$ cat config.mk
export PLATFORM = sky130hd
export DESIGN_NAME = ahbl_arbiter_flat
export DESIGN_NICKNAME = d
export VERILOG_FILES = /design/src/rtl/ahbl_arbiter_pkg.sv /design/src/rtl/ahbl_arbiter_if.sv /design/src/rtl/onehot_mux.sv /design/src/rtl/onehot_priority.sv /design/src/rtl/ahbl_arbiter.sv /design/src/flat_wrapper.sv
export SDC_FILE = /design/constraint.sdc
export NUM_CORES = 1
export LEC_CHECK = 0
export BUFFER_PORTS_ARGS = -buffer_cell sky130_fd_sc_hd__buf_2
export CAP_MARGIN = 20
export CORE_AREA = 4 4 166 120
export CTS_BUF_LIST = sky130_fd_sc_hd__clkbuf_2 sky130_fd_sc_hd__clkbuf_4 sky130_fd_sc_hd__clkbuf_8
export DETAILED_ROUTE_END_ITERATION = 12
export DIE_AREA = 0 0 170 124
export MAX_ROUTING_LAYER = met4
export PLACE_DENSITY = 0.78
export SYNTH_ARGS = -nofsm -noshare
export SYNTH_HDL_FRONTEND = slang
export SYNTH_HIERARCHICAL = 1
export SYNTH_SLANG_ARGS = --single-unit
$ cat constraint.sdc
create_clock -name clk -period 2.6 [get_ports clk]
set_input_delay 0.13 -clock clk [delete_from_list [all_inputs] [get_ports clk]]
set_output_delay 0.13 -clock clk [all_outputs]
set_load 0.02 [all_outputs]
$ cat src/rtl/ahbl_arbiter_pkg.sv
`default_nettype none
// ============================================================================
// Module   : ahbl_arbiter_pkg
// Brief    : Shared AHB-lite encodings and address-phase field offsets.
// Revision : 1.0 - initial release
// ============================================================================
package ahbl_arbiter_pkg;

  typedef enum logic [1:0] {
    HTRANS_IDLE = 2'b00,
    HTRANS_BUSY = 2'b01,
    HTRANS_NSEQ = 2'b10,
    HTRANS_SEQ  = 2'b11
  } htrans_e;

  localparam logic [2:0] HSIZE_BYTE  = 3'b000;
  localparam logic [2:0] HSIZE_HALF  = 3'b001;
  localparam logic [2:0] HSIZE_WORD  = 3'b010;
  localparam logic [2:0] HSIZE_DWORD = 3'b011;

  localparam logic HRESP_OKAY  = 1'b0;
  localparam logic HRESP_ERROR = 1'b1;

  // Bit offsets of each field inside a packed address phase
  // {haddr, hwrite, htrans, hsize, hburst, hprot, hmastlock}.
  localparam int AP_LOCK  = 0;
  localparam int AP_PROT  = 1;
  localparam int AP_BURST = 5;
  localparam int AP_SIZE  = 8;
  localparam int AP_TRANS = 11;
  localparam int AP_WRITE = 13;
  localparam int AP_ADDR  = 14;

endpackage
`default_nettype wire

$ cat src/rtl/ahbl_arbiter_if.sv
`default_nettype none
// ============================================================================
// Module   : ahbl_arbiter_if
// Brief    : Upstream (N masters) and downstream (one slave) AHB-lite bundle.
// Revision : 1.0 - initial release
// ============================================================================
interface ahbl_arbiter_if #(
  parameter int N_PORTS = 2,
  parameter int W_ADDR  = 32,
  parameter int W_DATA  = 32
);
  logic [N_PORTS-1:0]        src_hready;
  logic [N_PORTS-1:0]        src_hready_resp;
  logic [N_PORTS-1:0]        src_hresp;
  logic [N_PORTS*W_ADDR-1:0] src_haddr;
  logic [N_PORTS-1:0]        src_hwrite;
  logic [N_PORTS*2-1:0]      src_htrans;
  logic [N_PORTS*3-1:0]      src_hsize;
  logic [N_PORTS*3-1:0]      src_hburst;
  logic [N_PORTS*4-1:0]      src_hprot;
  logic [N_PORTS-1:0]        src_hmastlock;
  logic [N_PORTS*W_DATA-1:0] src_hwdata;
  logic [N_PORTS*W_DATA-1:0] src_hrdata;

  logic                      dst_hready;
  logic                      dst_hready_resp;
  logic                      dst_hresp;
  logic [W_ADDR-1:0]         dst_haddr;
  logic                      dst_hwrite;
  logic [1:0]                dst_htrans;
  logic [2:0]                dst_hsize;
  logic [2:0]                dst_hburst;
  logic [3:0]                dst_hprot;
  logic                      dst_hmastlock;
  logic [W_DATA-1:0]         dst_hwdata;
  logic [W_DATA-1:0]         dst_hrdata;

  // Arbiter view: slave to the upstream masters, master to the downstream slave.
  modport slave (
    input  src_hready, src_haddr, src_hwrite, src_htrans, src_hsize, src_hburst,
           src_hprot, src_hmastlock, src_hwdata,
           dst_hready_resp, dst_hresp, dst_hrdata,
    output src_hready_resp, src_hresp, src_hrdata,
           dst_hready, dst_haddr, dst_hwrite, dst_htrans, dst_hsize, dst_hburst,
           dst_hprot, dst_hmastlock, dst_hwdata
  );

  modport master (
    output src_hready, src_haddr, src_hwrite, src_htrans, src_hsize, src_hburst,
           src_hprot, src_hmastlock, src_hwdata,
           dst_hready_resp, dst_hresp, dst_hrdata,
    input  src_hready_resp, src_hresp, src_hrdata,
           dst_hready, dst_haddr, dst_hwrite, dst_htrans, dst_hsize, dst_hburst,
           dst_hprot, dst_hmastlock, dst_hwdata
  );
endinterface
`default_nettype wire

$ cat src/rtl/onehot_mux.sv
`default_nettype none
// ============================================================================
// Module   : onehot_mux
// Brief    : AND-OR multiplexer of N W-bit lanes under a one-hot select.
// Revision : 1.0 - initial release
// ============================================================================
module onehot_mux #(
  parameter int N = 2,
  parameter int W = 32
) (
  input  logic [N*W-1:0] data_i,
  input  logic [N-1:0]   sel_i,
  output logic [W-1:0]   data_o
);

  always_comb begin
    data_o = '0;
    for (int i = 0; i < N; i++) begin
      data_o = data_o | (data_i[i*W +: W] & {W{sel_i[i]}});
    end
  end

endmodule
`default_nettype wire

$ cat src/rtl/onehot_priority.sv
`default_nettype none
// ============================================================================
// Module   : onehot_priority
// Brief    : N-bit request vector to one-hot grant, lowest index wins.
// Revision : 1.0 - initial release
// ============================================================================
module onehot_priority #(
  parameter int N = 2
) (
  input  logic [N-1:0] req_i,
  output logic [N-1:0] gnt_o
);

  logic found;

  always_comb begin
    gnt_o = '0;
    found = 1'b0;
    for (int i = 0; i < N; i++) begin
      if (req_i[i] && !found) begin
        gnt_o[i] = 1'b1;
        found    = 1'b1;
      end
    end
  end

endmodule
`default_nettype wire

$ cat src/rtl/ahbl_arbiter.sv
`default_nettype none
// ============================================================================
// Module   : ahbl_arbiter
// Brief    : AHB-lite N:1 fixed-priority arbiter with per-port address buffers.
// Revision : 1.0 - initial release
// ============================================================================
module ahbl_arbiter
  import ahbl_arbiter_pkg::*;
#(
  parameter int N_PORTS = 2,
  parameter int W_ADDR  = 32,
  parameter int W_DATA  = 32
) (
  input  logic           clk,
  input  logic           rst_n,
  ahbl_arbiter_if.slave  bus
);

  localparam int W_AP = W_ADDR + 14;
  localparam logic [N_PORTS-1:0] PORT0_SEL = N_PORTS'(1);

  logic [N_PORTS-1:0]      live_req;
  logic [N_PORTS-1:0]      req;
  logic [N_PORTS-1:0]      capture;
  logic [N_PORTS-1:0]      prio_gnt;
  logic [N_PORTS-1:0]      grant_a;
  logic [N_PORTS-1:0]      mux_sel;
  logic [N_PORTS*W_AP-1:0] sel_ap;
  logic [W_AP-1:0]         dst_ap;
  logic                    locked_req;

  logic [N_PORTS-1:0]      buf_valid_q, buf_valid_d;
  logic [N_PORTS-1:0]      grant_dp_q;
  logic                    lock_dp_q;

  for (genvar i = 0; i < N_PORTS; i++) begin : g_port
    logic [W_AP-1:0] live_ap;
    logic [W_AP-1:0] buf_ap_q;

    assign live_ap = {bus.src_haddr[i*W_ADDR +: W_ADDR], bus.src_hwrite[i],
                      bus.src_htrans[2*i +: 2], bus.src_hsize[3*i +: 3],
                      bus.src_hburst[3*i +: 3], bus.src_hprot[4*i +: 4],
                      bus.src_hmastlock[i]};

    // A stalled master has hready low, so only the buffer can represent it.
    assign live_req[i] = bus.src_hready[i] && (bus.src_htrans[2*i +: 2] != HTRANS_IDLE);
    assign req[i]      = buf_valid_q[i] | live_req[i];
    assign capture[i]  = live_req[i] && !buf_valid_q[i] &&
                         (!bus.dst_hready_resp || !grant_a[i]);
    assign sel_ap[i*W_AP +: W_AP] = buf_valid_q[i] ? buf_ap_q : live_ap;

    always_ff @(posedge clk or negedge rst_n) begin
      if (!rst_n) begin
        buf_ap_q <= '0;
      end else if (capture[i]) begin
        buf_ap_q <= live_ap;
      end
    end
  end

  onehot_priority #(.N(N_PORTS)) u_prio (
    .req_i (req),
    .gnt_o (prio_gnt)
  );

  // A locked data phase keeps the bus as long as its owner keeps requesting.
  assign locked_req = lock_dp_q && |(grant_dp_q & req);
  assign grant_a    = locked_req ? grant_dp_q : prio_gnt;
  assign mux_sel    = (grant_a != '0) ? grant_a : PORT0_SEL;

  onehot_mux #(.N(N_PORTS), .W(W_AP)) u_ap_mux (
    .data_i (sel_ap),
    .sel_i  (mux_sel),
    .data_o (dst_ap)
  );

  onehot_mux #(.N(N_PORTS), .W(W_DATA)) u_wdata_mux (
    .data_i (bus.src_hwdata),
    .sel_i  (grant_dp_q),
    .data_o (bus.dst_hwdata)
  );

  assign bus.dst_haddr     = dst_ap[AP_ADDR +: W_ADDR];
  assign bus.dst_hwrite    = dst_ap[AP_WRITE];
  assign bus.dst_htrans    = (grant_a != '0) ? dst_ap[AP_TRANS +: 2] : HTRANS_IDLE;
  assign bus.dst_hsize     = dst_ap[AP_SIZE +: 3];
  assign bus.dst_hburst    = dst_ap[AP_BURST +: 3];
  assign bus.dst_hprot     = dst_ap[AP_PROT +: 4];
  assign bus.dst_hmastlock = dst_ap[AP_LOCK];
  assign bus.dst_hready    = bus.dst_hready_resp;

  assign buf_valid_d = (buf_valid_q | capture) & ~(grant_a & {N_PORTS{bus.dst_hready_resp}});

  // Responses depend only on registered state and the slave, never on src_htrans.
  assign bus.src_hready_resp = ~buf_valid_q & (~grant_dp_q | {N_PORTS{bus.dst_hready_resp}});
  assign bus.src_hresp       = grant_dp_q & {N_PORTS{bus.dst_hresp}};
  assign bus.src_hrdata      = {N_PORTS{bus.dst_hrdata}};

  always_ff @(posedge clk or negedge rst_n) begin
    if (!rst_n) begin
      buf_valid_q <= '0;
      grant_dp_q  <= '0;
      lock_dp_q   <= 1'b0;
    end else begin
      buf_valid_q <= buf_valid_d;
      if (bus.dst_hready_resp) begin
        grant_dp_q <= grant_a;
        lock_dp_q  <= (|grant_a) & dst_ap[AP_LOCK];
      end
    end
  end

endmodule
`default_nettype wire

$ cat src/flat_wrapper.sv
// flat-port wrapper written by rule: the top's interface ports become plain ports
module ahbl_arbiter_flat import ahbl_arbiter_pkg::*;
#(
  parameter int N_PORTS = 2,
  parameter int W_ADDR  = 32,
  parameter int W_DATA  = 32
)
  (clk, rst_n, bus_src_hready, bus_src_haddr, bus_src_hwrite, bus_src_htrans, bus_src_hsize, bus_src_hburst, bus_src_hprot, bus_src_hmastlock, bus_src_hwdata, bus_dst_hready_resp, bus_dst_hresp, bus_dst_hrdata, bus_src_hready_resp, bus_src_hresp, bus_src_hrdata, bus_dst_hready, bus_dst_haddr, bus_dst_hwrite, bus_dst_htrans, bus_dst_hsize, bus_dst_hburst, bus_dst_hprot, bus_dst_hmastlock, bus_dst_hwdata);
  ahbl_arbiter_if #(.N_PORTS(N_PORTS), .W_ADDR(W_ADDR), .W_DATA(W_DATA)) bus_i ();
  input  logic clk;
  input  logic rst_n;
  input wire logic [$bits(bus_i.src_hready)-1:0] bus_src_hready;
  input wire logic [$bits(bus_i.src_haddr)-1:0] bus_src_haddr;
  input wire logic [$bits(bus_i.src_hwrite)-1:0] bus_src_hwrite;
  input wire logic [$bits(bus_i.src_htrans)-1:0] bus_src_htrans;
  input wire logic [$bits(bus_i.src_hsize)-1:0] bus_src_hsize;
  input wire logic [$bits(bus_i.src_hburst)-1:0] bus_src_hburst;
  input wire logic [$bits(bus_i.src_hprot)-1:0] bus_src_hprot;
  input wire logic [$bits(bus_i.src_hmastlock)-1:0] bus_src_hmastlock;
  input wire logic [$bits(bus_i.src_hwdata)-1:0] bus_src_hwdata;
  input wire logic [$bits(bus_i.dst_hready_resp)-1:0] bus_dst_hready_resp;
  input wire logic [$bits(bus_i.dst_hresp)-1:0] bus_dst_hresp;
  input wire logic [$bits(bus_i.dst_hrdata)-1:0] bus_dst_hrdata;
  output wire logic [$bits(bus_i.src_hready_resp)-1:0] bus_src_hready_resp;
  output wire logic [$bits(bus_i.src_hresp)-1:0] bus_src_hresp;
  output wire logic [$bits(bus_i.src_hrdata)-1:0] bus_src_hrdata;
  output wire logic [$bits(bus_i.dst_hready)-1:0] bus_dst_hready;
  output wire logic [$bits(bus_i.dst_haddr)-1:0] bus_dst_haddr;
  output wire logic [$bits(bus_i.dst_hwrite)-1:0] bus_dst_hwrite;
  output wire logic [$bits(bus_i.dst_htrans)-1:0] bus_dst_htrans;
  output wire logic [$bits(bus_i.dst_hsize)-1:0] bus_dst_hsize;
  output wire logic [$bits(bus_i.dst_hburst)-1:0] bus_dst_hburst;
  output wire logic [$bits(bus_i.dst_hprot)-1:0] bus_dst_hprot;
  output wire logic [$bits(bus_i.dst_hmastlock)-1:0] bus_dst_hmastlock;
  output wire logic [$bits(bus_i.dst_hwdata)-1:0] bus_dst_hwdata;
  assign bus_i.src_hready = bus_src_hready;
  assign bus_i.src_haddr = bus_src_haddr;
  assign bus_i.src_hwrite = bus_src_hwrite;
  assign bus_i.src_htrans = bus_src_htrans;
  assign bus_i.src_hsize = bus_src_hsize;
  assign bus_i.src_hburst = bus_src_hburst;
  assign bus_i.src_hprot = bus_src_hprot;
  assign bus_i.src_hmastlock = bus_src_hmastlock;
  assign bus_i.src_hwdata = bus_src_hwdata;
  assign bus_i.dst_hready_resp = bus_dst_hready_resp;
  assign bus_i.dst_hresp = bus_dst_hresp;
  assign bus_i.dst_hrdata = bus_dst_hrdata;
  assign bus_src_hready_resp = bus_i.src_hready_resp;
  assign bus_src_hresp = bus_i.src_hresp;
  assign bus_src_hrdata = bus_i.src_hrdata;
  assign bus_dst_hready = bus_i.dst_hready;
  assign bus_dst_haddr = bus_i.dst_haddr;
  assign bus_dst_hwrite = bus_i.dst_hwrite;
  assign bus_dst_htrans = bus_i.dst_htrans;
  assign bus_dst_hsize = bus_i.dst_hsize;
  assign bus_dst_hburst = bus_i.dst_hburst;
  assign bus_dst_hprot = bus_i.dst_hprot;
  assign bus_dst_hmastlock = bus_i.dst_hmastlock;
  assign bus_dst_hwdata = bus_i.dst_hwdata;
  ahbl_arbiter #(.N_PORTS(N_PORTS), .W_ADDR(W_ADDR), .W_DATA(W_DATA)) u_core (.clk(clk), .rst_n(rst_n), .bus(bus_i));
endmodule
# Word level (Yosys, flattened, before mapping)
# Cells that the tools add are included.
# word_totals
output_inout_bits	147
register_bits	97
input_bits	194
# classes
muxes	7
n_reduce_logical	21
bitwise_logic	19
# op_table
cell	n
$and A46 B46 Y46	2
$mux W46	2
$and A32 B32 Y32	2
$or A46 B46 Y46	1
$or A32 B32 Y32	1
$and A2 B2 Y2	5
$logic_and A1 B1 Y1	8
$logic_not A1 Y1	6
$mux W2	3
$not A2 Y2	3
$reduce_bool A2 Y1	3
$or A2 B2 Y2	2
$reduce_or A2 Y1	2
$logic_or A1 B1 Y1	2
$mux W1	2
$or A1 B1 Y1	2
$and A1 B1 Y1	1

# Depth between registers and ports, before layout
# Gate-level depths: netlist (run 1).
# depth
word_depth	13
depth_mapped	14

# Modules after synthesis
# Netlist (run 1), hierarchy kept.
# by_module_without_submodules
mod	cells_each	instances	seq_area_each_um2	area_each_um2
ahbl_arbiter	695	1	2427.3	7267.0
onehot_mux (u_core.u_ap_mux)	56	1	0.0	523.0
onehot_mux (u_core.u_wdata_mux)	38	1	0.0	350.3
onehot_priority	2	1	0.0	21.3

# Least setup slack after synthesis (run 1)
# No wires, ideal clock.
# synth_timing
path_kind	reg-to-reg
from	reg u_core.buf_valid_q[0]
to	reg u_core.lock_dp_q
stages_incl_launch_ff	15
setup_time_ns	0.124
t_arrival_ns	2.722
setup_slack_ns	-0.246
t_required_ns	2.476
cell_sequence	dfrtp_1 buf_2 clkinv_1 buf_2 clkbuf_1 nand2_1 buf_4 o21ai_1 nand3_1 nand2b_1 buf_6 a22o_2 and2_1 a21boi_0 a211o_1
# synth_between
elab_chain_cells	11
word_cells_on_any_way	17
# synth_rtl
element	line	text
start, declared	ahbl_arbiter.sv:32	logic [N_PORTS-1:0] buf_valid_q, buf_valid_d;
start signal, assigned	ahbl_arbiter.sv:105	buf_valid_q <= buf_valid_d;
$or A1 B1 Y1 (*)	ahbl_arbiter.sv:47	assign req[i] = buf_valid_q[i] | live_req[i];
via u_core.req[0]	ahbl_arbiter.sv:23	logic [N_PORTS-1:0] req;
$mux W1 (*)	onehot_priority.sv:20	if (req_i[i] && !found) begin
via u_core.prio_gnt[0]	ahbl_arbiter.sv:25	logic [N_PORTS-1:0] prio_gnt;
$logic_not A1 Y1	onehot_priority.sv:20	
$logic_and A1 B1 Y1	onehot_priority.sv:20	
$mux W1	onehot_priority.sv:20	
$mux W2 (*)	ahbl_arbiter.sv:68	assign grant_a = locked_req ? grant_dp_q : prio_gnt;
$reduce_bool A2 Y1	ahbl_arbiter.sv:69	assign mux_sel = (grant_a != '0) ? grant_a : PORT0_SEL;
$mux W2 (*)	ahbl_arbiter.sv:69	
via u_core.mux_sel[0]	ahbl_arbiter.sv:27	logic [N_PORTS-1:0] mux_sel;
$and A46 B46 Y46 (*)	onehot_mux.sv:19	data_o = data_o | (data_i[i*W +: W] & {W{sel_i[i]}});
$or A46 B46 Y46 (*)	onehot_mux.sv:19	
via bus_dst_hmastlock	flat_wrapper.sv:34	output wire logic [$bits(bus_i.dst_hmastlock)-1:0] bus_dst_hmastlock;
$and A1 B1 Y1 (*)	ahbl_arbiter.sv:108	lock_dp_q <= (|grant_a) & dst_ap[AP_LOCK];
end signal, assigned	ahbl_arbiter.sv:108	
end, declared	ahbl_arbiter.sv:34	logic lock_dp_q;
# Mark *: on every way through the listed nets, which the timed path passes. The rest lies on a longest branch.
# A chain may end at the register's enable or synchronous reset.

# Worst setup path in the final report (run 1)
# layout_timing
from	reg u_core.grant_dp_q[0]
to	out bus_dst_haddr[12]
# layout_between
elab_chain_cells	8
word_cells_on_any_way	9
# layout_rtl
element	line	text
start, declared	ahbl_arbiter.sv:33	logic [N_PORTS-1:0] grant_dp_q;
start signal, assigned	ahbl_arbiter.sv:107	grant_dp_q <= grant_a;
$and A2 B2 Y2	ahbl_arbiter.sv:67	assign locked_req = lock_dp_q && |(grant_dp_q & req);
$reduce_or A2 Y1	ahbl_arbiter.sv:67	
$logic_and A1 B1 Y1	ahbl_arbiter.sv:67	
$mux W2 (*)	ahbl_arbiter.sv:68	
$reduce_bool A2 Y1	ahbl_arbiter.sv:69	
$mux W2 (*)	ahbl_arbiter.sv:69	
via u_core.mux_sel[0]	ahbl_arbiter.sv:27	
$and A46 B46 Y46 (*)	onehot_mux.sv:19	
$or A46 B46 Y46 (*)	onehot_mux.sv:19	
end, declared	flat_wrapper.sv:28	output wire logic [$bits(bus_i.dst_haddr)-1:0] bus_dst_haddr;
# Marks and branches as above.

==> reports/results.txt, run 1 <==
CP required -> 2470 ps
Clock Sinks -> 97
Post-Route WL -> 27000 µm
most common library cells after synthesis -> mux2_2 (98), dfrtp_1 (97), a22o_1 (70)
register share of total power -> 23.7%
Overflow after GRT -> 0
Internal -> 0.00633 W
Async SR Flop Fraction -> 100%
library cells used by synthesis -> 45
Initial Util -> 44.2%
DP Wirelength -> 18200 µm
CTS Buffer Depth -> 2
post-synth top area share -> 29.7%
Iter 0 DRT Violations -> 546
Die Width -> 170 µm
Hold Crit Class -> in -> reg
vias in the first global route -> 7259
gpl congestion -> 0.879
CTS root buffer -> clkbuf_8
flops & latches, synth -> 97
number of top-level pins -> 341
area delta synth->final -> 18.6%
core box area -> 0.0184 mm²
first-pass GRT wire length -> 40500 µm
sequential share of the synthesized area -> 29.7%
Vias -> 7470
antenna violations before repair -> 7
endpoints failing setup -> 0
status -> complete, no violations
Avg Inst Size Synth -> 10.3 µm²
prevailing post-synth register cell -> dfrtp_1
actual slew at the worst max-slew pin -> 927 ps
HP Start -> bus_src_hprot[7]
Vias/cell -> 6.15
Yosys warnings -> 6
CP startpoint -> u_core/grant_dp_q[0]$_DFFE_PN0P_
cell area after layout -> 0.00968 mm²
max frequency -> 388 MHz
Setup Crit Path Kind -> reg -> out
fin crit share -> 99.1%
Worst Path Arrival -> 2450 ps
CP startpoint kind -> flop
Pleak -> 4.21 nW
wire length per cell -> 22.2 µm
clock slew at reported path FFs -> 100 ps
total CTS buffers -> 9
Setup Skew -> 19.4 ps
Clk pwr share -> 9.9%
Comb power frac -> 66.4%
CP endpoint kind -> output port
CTS tree -> yes
Rows -> 42
FF-to-FF Start -> u_core/grant_dp_q[0]$_DFFE_PN0P_
worst skew pair latency -> 380 ps
fin crit period -> 2580 ps
CP max FO -> 14
H-tree depth -> 3
max-cap check violation count -> 0
EDFF count, synth -> 0
largest net degree at the start of global routing -> 91
cell accounting for the most synthesized area -> dfrtp_1
final hold violation count -> 0
PD cells -> 1190 mW/mm²
Peak VDD IR -> 0.000788 V
RSZ-0062 raised after global routing -> yes
Net Sw Frac -> 44.9%
Net Switching -> 0.00516 W
worst rel slew slack -> 38.2%
total negative slack -> 0 ps
most frequent cell after synthesis -> mux2_2
DRT antenna net count -> 0
Final Max Tran Viols -> 0
synth top area cells -> dfrtp_1 (30%), mux2_2 (14%), a22o_1 (7.5%)
PortBufs -> 244
Mapped Area -> 0.00816 mm²
layout cell share with drive strength beyond 1 -> 47.8%
die footprint -> 0.0211 mm²
syn nets -> 985
Final nets -> 1154
GR Util All Layers -> 24.9%
Post-route DRC -> 0
Placed Area -> 0.00893 mm²
first drt pass iteration count -> 6
Die Y -> 124 µm
Mapped Cells -> 791
## state kept, by name (all words and copies together) (netlist names)
signal                  cells
u_core/g_port.buf_ap_q     92
u_core/buf_valid_q          2
u_core/grant_dp_q           2
u_core/lock_dp_q            1
## logic make-up after synthesis
logic type / count (synthesis) / synth area share (%)
AND/OR/NAND/NOR: 157 / 12.9
AO/OA/AOI/OAI: 239 / 23.4
multiplexers: 139 / 21.0
flip-flops: 97 / 29.7
buffers and inverters: 159 / 13.0
## per-stage QoR
step	utilization, %	power [W]	hold slack, ps	instances	setup slack, ps
5_1_grt	52.4	0.0122	0.229	1214	-64.8
2_1_floorplan	-	0.00834	-166	791	55.7
3_3_place_gp	48.4	0.00987	260	1148	220
6_report	52.5	0.0115	9.30	1215	22.1
3_5_place_dp	48.4	0.0100	260	1148	162
4_1_cts	52.1	0.0114	0.0627	1206	1.03
## final cells by class
| type | instances | area, µm² |
|---|---|---|
| Fill cell | 1652 | 8770 |
| Multi-Input combinational cell | 535 | 4740 |
| Sequential cell | 97 | 2430 |
| Timing Repair Buffer | 314 | 1940 |
| Tap cell | 242 | 303 |
| Clock buffer | 10 | 131 |
| Clock inverter | 6 | 92.6 |
| Antenna cell | 8 | 20.0 |
| Inverter | 3 | 11.3 |
## critical path, stage by stage, from the launching register on
cell	delay (ps)
dfrtp_1	450
and2_1	210
o21ai_1	280
nand3_2	210
nand2b_4	250
bufbuf_16	310
a22o_1	220
buf_4	160
## cells in the final DEF, fill, tap and decap left out, types with 4 or more instances in the layout
cell	n
a21boi_0	4
a221oi_1	46
a22o_1	70
a22o_2	7
and2_1	50
and4_1	46
buf_12	4
buf_2	237
buf_4	33
clkbuf_8	9
dfrtp_1	94
diode_2	8
dlygate4sd3_1	36
mux2_2	98
mux2_4	40
nand3_1	45
o211ai_1	4
o21ai_0	47
o311ai_0	39
o311ai_1	5
## power groups by stage
stage / Clock [W] / Combinational [W] / Sequential, W
4_1_cts: 0.00115 / 0.00752 / 0.00270
2_1_floorplan: 0 / 0.00576 / 0.00258
5_1_grt: 0.00120 / 0.00815 / 0.00281
6_report: 0.00113 / 0.00763 / 0.00273
3_5_place_dp: 0 / 0.00728 / 0.00273
3_3_place_gp: 0 / 0.00715 / 0.00272
## layer usage
| layer | share of wire (%) | track usage (%) | up-vias |
|---|---|---|---|
| li1 | - | - | 3399 |
| met1 | 42 | 31.7 | 3665 |
| met2 | 49 | 41.7 | 365 |
| met3 | 7.5 | 5.20 | 41 |
| met4 | 1.3 | 4.99 | 0 |
| met5 | 0 | - | - |
## path summary, 6_finish.rpt
kind	to	slack, ps	cells past startpoint
max	bus_dst_haddr[12]	20	7
min	u_core/g_port[1].buf_ap_q[4]$_DFFE_PN0P_	9	2
max reg2reg	u_core/lock_dp_q$_DFFE_PN0P_	130	9
min reg2reg	u_core/g_port[1].buf_ap_q[4]$_DFFE_PN0P_	510	1
max in group asynchronous	u_core/g_port[0].buf_ap_q[13]$_DFFE_PN0P_	1480	3
min in group asynchronous	u_core/g_port[1].buf_ap_q[32]$_DFFE_PN0P_	400	2
## repair_timing
item | 4_1_cts | 5_1_grt
resized for setup | 7 | 13
endpoints found under the hold margin | 94 | 0
pin swaps | 2 | 1
setup endpoints to repair | 45 | 37
hold buffers | 36 | 0
gates cloned | 1 | 0
buffers inserted | 5 | 1
Power figures use the tool's default switching activity.
==> inputs of run 2 (changes only) <==
--- a/config.mk
+++ b/config.mk
@@ -8,7 +8,6 @@
 export BUFFER_PORTS_ARGS = -buffer_cell sky130_fd_sc_hd__buf_2
 export CAP_MARGIN = 20
 export CORE_AREA = 4 4 166 120
-export CTS_BUF_LIST = sky130_fd_sc_hd__clkbuf_2 sky130_fd_sc_hd__clkbuf_4 sky130_fd_sc_hd__clkbuf_8
 export DETAILED_ROUTE_END_ITERATION = 12
 export DIE_AREA = 0 0 170 124
 export MAX_ROUTING_LAYER = met4
==> reports/results.txt, run 2 (synthesis gave the netlist of run 1 again) <==
Initial Util -> 44.2%
Critical R2R Capture -> u_core/lock_dp_q$_DFFE_PN0P_
Overflow after GRT -> 0
Clock Sinks -> 97
largest net degree at the start of global routing -> 91
max-cap check violation count -> 0
die footprint -> 0.0211 mm²
Iter 0 DRT Violations -> 554
CP required -> 2470 ps
core box area -> 0.0184 mm²
Final Max Tran Viols -> 0
CP startpoint kind -> flop
DP Wirelength -> 18200 µm
CTS Buffer Depth -> 2
first drt pass iteration count -> 5
endpoints failing setup -> 0
vias in the first global route -> 7055
most common cell after layout, fill and taps aside -> buf_2
number of flip-flops in the largest register -> 92
Clk pwr share -> 12.4%
Die Width -> 170 µm
max frequency -> 392 MHz
Die Y -> 124 µm
Hold Path Sink -> u_core/g_port[1].buf_ap_q[39]$_DFFE_PN0P_
final hold violation count -> 0
Tot Pwr -> 0.0117 W
total negative slack -> 0 ps
Internal -> 0.00656 W
PD cells -> 1250 mW/mm²
Layout Utilization -> 51.0%
Top Registers -> u_core/g_port.buf_ap_q: 92 flops, u_core/buf_valid_q: 2 flops, u_core/grant_dp_q: 2 flops
Rows -> 42
clock slew at reported path FFs -> 80 ps
area delta synth->final -> 15.3%
setup slack, reg-to-reg -> 160 ps
Reg with most FFs -> u_core/g_port.buf_ap_q
Final nets -> 1118
layout cell share with drive strength beyond 1 -> 49.2%
Net Sw Frac -> 44.0%
GR Util All Layers -> 24.5%
Hold Crit Class -> in -> reg
Comb power frac -> 64.3%
worst rel slew slack -> 39.3%
Net Switching -> 0.00515 W
Setup Crit Path Kind -> reg -> out
worst skew pair latency -> 350 ps
fin crit share -> 98.2%
gpl congestion -> 0.879
CTS tree -> yes
CP endpoint kind -> output port
FF-to-FF Start -> u_core/grant_dp_q[0]$_DFFE_PN0P_
setup ws final -> 46.9 ps
Pleak -> 4.10 nW
Setup Skew -> 13.8 ps
number of top-level pins -> 341
Post-Route WL -> 26400 µm
PortBufs -> 244
register share of total power -> 23.3%
first-pass GRT wire length -> 39600 µm
total CTS buffers -> 9
antenna violations before repair -> 9
RSZ-0062 raised after global routing -> yes
hold path cells -> 2
actual slew at the worst max-slew pin -> 910 ps
status -> complete, no violations
Peak VDD IR -> 0.000724 V
Vias/cell -> 6.21
most frequent cells in the layout -> buf_2 (239), mux2_2 (98), dfrtp_1 (95)
CP max FO -> 14
fin crit period -> 2550 ps
Worst Path Arrival -> 2420 ps
CTS root buffer -> clkbuf_16
HP Start -> bus_src_haddr[57]
r2r worst-path depth -> 9
dpl ws -> 162 ps
H-tree depth -> 3
Vias -> 7324
Post-route DRC -> 0
DRT antenna net count -> 0
wire length per cell -> 22.3 µm
[run 2: cell count changes in the layout (fill, tap and decap cells not counted), moves of 2 or more]
cell           previous run  this run
clkbuf_8                  9         0
clkbuf_16                 0         9
buf_4                    33        31
buf_2                   237       239
dlygate4sd3_1            36         1
[run 2: cell type report]
class                   instances  area (µm²)
fillers                      1670        9040
flip-flops and latches         97        2430
inverters                       3        11.3
clock buffers                  10         229
repair buffers                278        1580
clock inverters                 6        92.6
well taps                     242         303
diodes                          9        22.5
multi-input cells             535        4740
[run 2: worst max path at each step]
stage	from	endpoint	slack, ps	depth (start not counted)
2_1_floorplan	u_core/buf_valid_q[0]$_DFF_PN0_	u_core/lock_dp_q$_DFFE_PN0P_	60	14
3_3_place_gp	u_core/buf_valid_q[0]$_DFF_PN0_	bus_dst_htrans[1]	220	9
3_5_place_dp	u_core/buf_valid_q[0]$_DFF_PN0_	bus_dst_htrans[1]	160	9
4_1_cts	u_core/buf_valid_q[0]$_DFF_PN0_	bus_dst_hprot[3]	30	8
5_1_grt	u_core/buf_valid_q[0]$_DFF_PN0_	bus_dst_haddr[12]	-40	8
6_report	u_core/buf_valid_q[0]$_DFF_PN0_	bus_dst_haddr[7]	50	8
[run 2: per-stage QoR]
stage	hold WS, ps	instances	area [µm²]
finish	20.6	1180	9410
global route	9.38	1180	9410
CTS	15.4	1170	9350
detailed placement	260	1148	8930
global placement	260	1148	8930
floorplan	-166	791	8190
[run 2: critical path, stage by stage, from the launching register on]
cell and delay (ps):
dfrtp_2 450, buf_4 190, nor3_4 180, o211ai_1 120
a32o_2 350, nand2b_4 160, bufbuf_16 310, a22o_1 140
buf_2 160
[run 2: what timing repair did]
item | CTS | global route
hold endpoints to repair | 59 | 0
buffers inserted | 4 | 1
setup endpoints to repair | 41 | 27
gates cloned | 1 | 0
hold buffers | 1 | 0
resized for setup | 7 | 8
pin swaps | 2 | 1
[run 2: power by group through the flow]
stage | logic [W] | registers, W | clock network, W
2_1_floorplan | 0.00576 | 0.00258 | 0
3_3_place_gp | 0.00715 | 0.00272 | 0
3_5_place_dp | 0.00728 | 0.00273 | 0
4_1_cts | 0.00747 | 0.00271 | 0.00148
5_1_grt | 0.00806 | 0.00282 | 0.00154
6_report | 0.00753 | 0.00273 | 0.00146
[run 2: layer usage]
layer	GRT usage [%]	wire, µm	vias up
met2	40.7	12600	385
li1	-	-	3334
met1	30.6	11200	3575
met4	5.29	437	0
met5	-	0	-
met3	6.00	2160	30
==> inputs of run 3 (changes only) <==
--- a/config.mk
+++ b/config.mk
@@ -11,7 +11,7 @@
 export DETAILED_ROUTE_END_ITERATION = 12
 export DIE_AREA = 0 0 170 124
 export MAX_ROUTING_LAYER = met4
-export PLACE_DENSITY = 0.78
+export PLACE_DENSITY = 0.75
 export SYNTH_ARGS = -nofsm -noshare
 export SYNTH_HDL_FRONTEND = slang
 export SYNTH_HIERARCHICAL = 1
==> constraint.sdc (replaced) <==
create_clock -name clk -period 2.7 [get_ports clk]
set_input_delay 0.135 -clock clk [delete_from_list [all_inputs] [get_ports clk]]
set_output_delay 0.135 -clock clk [all_outputs]
set_load 0.02 [all_outputs]
==> reports/results.txt, run 3 (synthesis gave the netlist of run 1 again) <==
status -> complete, no violations
CTS root buffer -> clkbuf_16
CP startpoint kind -> flop
die footprint -> 0.0211 mm²
Clock Sinks -> 97
core box area -> 0.0184 mm²
clock slew at reported path FFs -> 70 ps
area delta synth->final -> 13.0%
Iter 0 DRT Violations -> 629
Hold Crit Class -> in -> reg
Final Max Tran Viols -> 0
cell area after layout -> 0.00922 mm²
fillers -> 1705
HP Start -> bus_src_haddr[47]
Rows -> 42
Setup Skew -> 12.6 ps
Reg with most FFs -> u_core/g_port.buf_ap_q
RSZ-0062 raised after global routing -> no
FF-to-FF Start -> u_core/buf_valid_q[1]$_DFF_PN0_
r2r worst-path depth -> 8
final hold violation count -> 0
Overflow after GRT -> 0
largest net degree at the start of global routing -> 94
Vias -> 7234
CP endpoint kind -> output port
fin crit share -> 95.6%
max frequency -> 387 MHz
worst skew pair latency -> 350 ps
actual slew at the worst max-slew pin -> 899 ps
Pleak -> 4.00 nW
DP Wirelength -> 17400 µm
Setup Crit Path Kind -> reg -> out
Post-route DRC -> 0
first-pass GRT wire length -> 39200 µm
Die Y -> 124 µm
GR Util All Layers -> 24.1%
total CTS buffers -> 9
Placed Area -> 0.00887 mm²
Vias/cell -> 6.19
gpl congestion -> 0.832
most frequent cells in the layout -> buf_2 (243), mux2_2 (98), dfrtp_1 (94)
Post-Route WL -> 25600 µm
Worst Path Arrival -> 2450 ps
CP startpoint -> u_core/buf_valid_q[0]$_DFF_PN0_
PD cells -> 1190 mW/mm²
Top Registers -> u_core/g_port.buf_ap_q: 92 flops, u_core/buf_valid_q: 2 flops, u_core/grant_dp_q: 2 flops
Peak VDD IR -> 0.000676 V
wire length per cell -> 21.9 µm
number of flip-flops in the largest register -> 92
total negative slack -> 0 ps
H-tree depth -> 3
Initial Util -> 44.2%
PortBufs -> 244
max-cap check violation count -> 0
Final nets -> 1109
first drt pass iteration count -> 5
fin crit period -> 2580 ps
Die Width -> 170 µm
antenna violations before repair -> 7
CP Capture Point -> bus_dst_htrans[1]
CTS tree -> yes
CTS Buffer Depth -> 2
CP required -> 2570 ps
layout cell share with drive strength beyond 1 -> 48.6%
DRT antenna net count -> 0
worst rel slew slack -> 40.1%
setup slack, reg-to-reg -> 340 ps
vias in the first global route -> 7048
number of top-level pins -> 341
endpoints failing setup -> 0
CP max FO -> 22
Critical R2R Capture -> u_core/lock_dp_q$_DFFE_PN0P_
most common cell after layout, fill and taps aside -> buf_2
-- run 3: changes by cell type in the layout (fill, tap and decap cells not counted), moves of 2 or more --
cell	change
buf_12	-2
buf_2	+4
buf_4	-11
diode_2	-2
-- run 3: area by class of cell --
| type | count | area, µm² | share of cell area [%] |
|---|---|---|---|
| Multi-Input combinational cell | 535 | 4710 | 51.1 |
| Clock inverter | 6 | 67.6 | 0.733 |
| Antenna cell | 7 | 17.5 | 0.190 |
| Timing Repair Buffer | 269 | 1450 | 15.8 |
| Tap cell | 242 | 303 | 3.28 |
| Sequential cell | 97 | 2430 | 26.4 |
| Inverter | 3 | 11.3 | 0.122 |
| Clock buffer | 10 | 229 | 2.48 |
-- run 3: what timing repair did --
action,in CTS,in global routing
gates cloned,0,0
endpoints found under the hold margin,48,0
hold buffers,1,0
setup buffers,0,1
endpoints found under the setup margin,2,40
gates resized for setup,1,6
-- run 3: per-layer routing --
| layer | vias up | track usage (%) | routed length (µm) |
|---|---|---|---|
| li1 | 3305 | - | - |
| met1 | 3563 | 31.5 | 11100 |
| met2 | 347 | 39.2 | 12100 |
| met3 | 19 | 5.43 | 2200 |
| met4 | 0 | 4.34 | 256 |
| met5 | - | - | 0 |
-- run 3: worst min-delay path by stage --
stage	endpoint	slack (ps)	cells after the start
2_1_floorplan	u_core/buf_valid_q[0]$_DFF_PN0_	-160	0
3_3_place_gp	u_core/g_port[1].buf_ap_q[31]$_DFFE_PN0P_	220	1
3_5_place_dp	u_core/g_port[1].buf_ap_q[31]$_DFFE_PN0P_	230	1
4_1_cts	u_core/g_port[1].buf_ap_q[29]$_DFFE_PN0P_	10	2
5_1_grt	u_core/g_port[1].buf_ap_q[22]$_DFFE_PN0P_	20	2
6_report	u_core/g_port[1].buf_ap_q[29]$_DFFE_PN0P_	20	2
-- run 3: metrics by stage --
step | hold WS (ps) | total power (W) | util, % | std cells | setup slack (ps)
6_report | 23.9 | 0.0109 | 50.0 | 1169 | 118
3_5_place_dp | 227 | 0.00956 | 48.1 | 1144 | 337
4_1_cts | 9.73 | 0.0109 | 49.8 | 1161 | 8.44
2_1_floorplan | -161 | 0.00800 | - | 791 | 4.15
3_3_place_gp | 224 | 0.00943 | 48.1 | 1144 | 297
5_1_grt | 16.8 | 0.0117 | 50.0 | 1169 | 7.24
-- run 3: where the power goes --
| part | internal, W | leakage, nW | switching [W] | total [W] |
|---|---|---|---|---|
| Clock | 0.000724 | 0.139 | 0.000614 | 0.00134 |
| Combinational | 0.00315 | 2.77 | 0.00382 | 0.00696 |
| Sequential | 0.00217 | 1.09 | 0.000476 | 0.00264 |
| Total | 0.00604 | 4.00 | 0.00491 | 0.0109 |
-- run 3: worst max-delay path, cell delays in order (launching register included) --
cell	delay, ps
dfrtp_2	430
buf_4	200
nor3_1	220
o211ai_1	130
a32o_2	330
nand2b_2	120
buf_8	190
a22o_1	170
o21a_1	140
buf_2	170
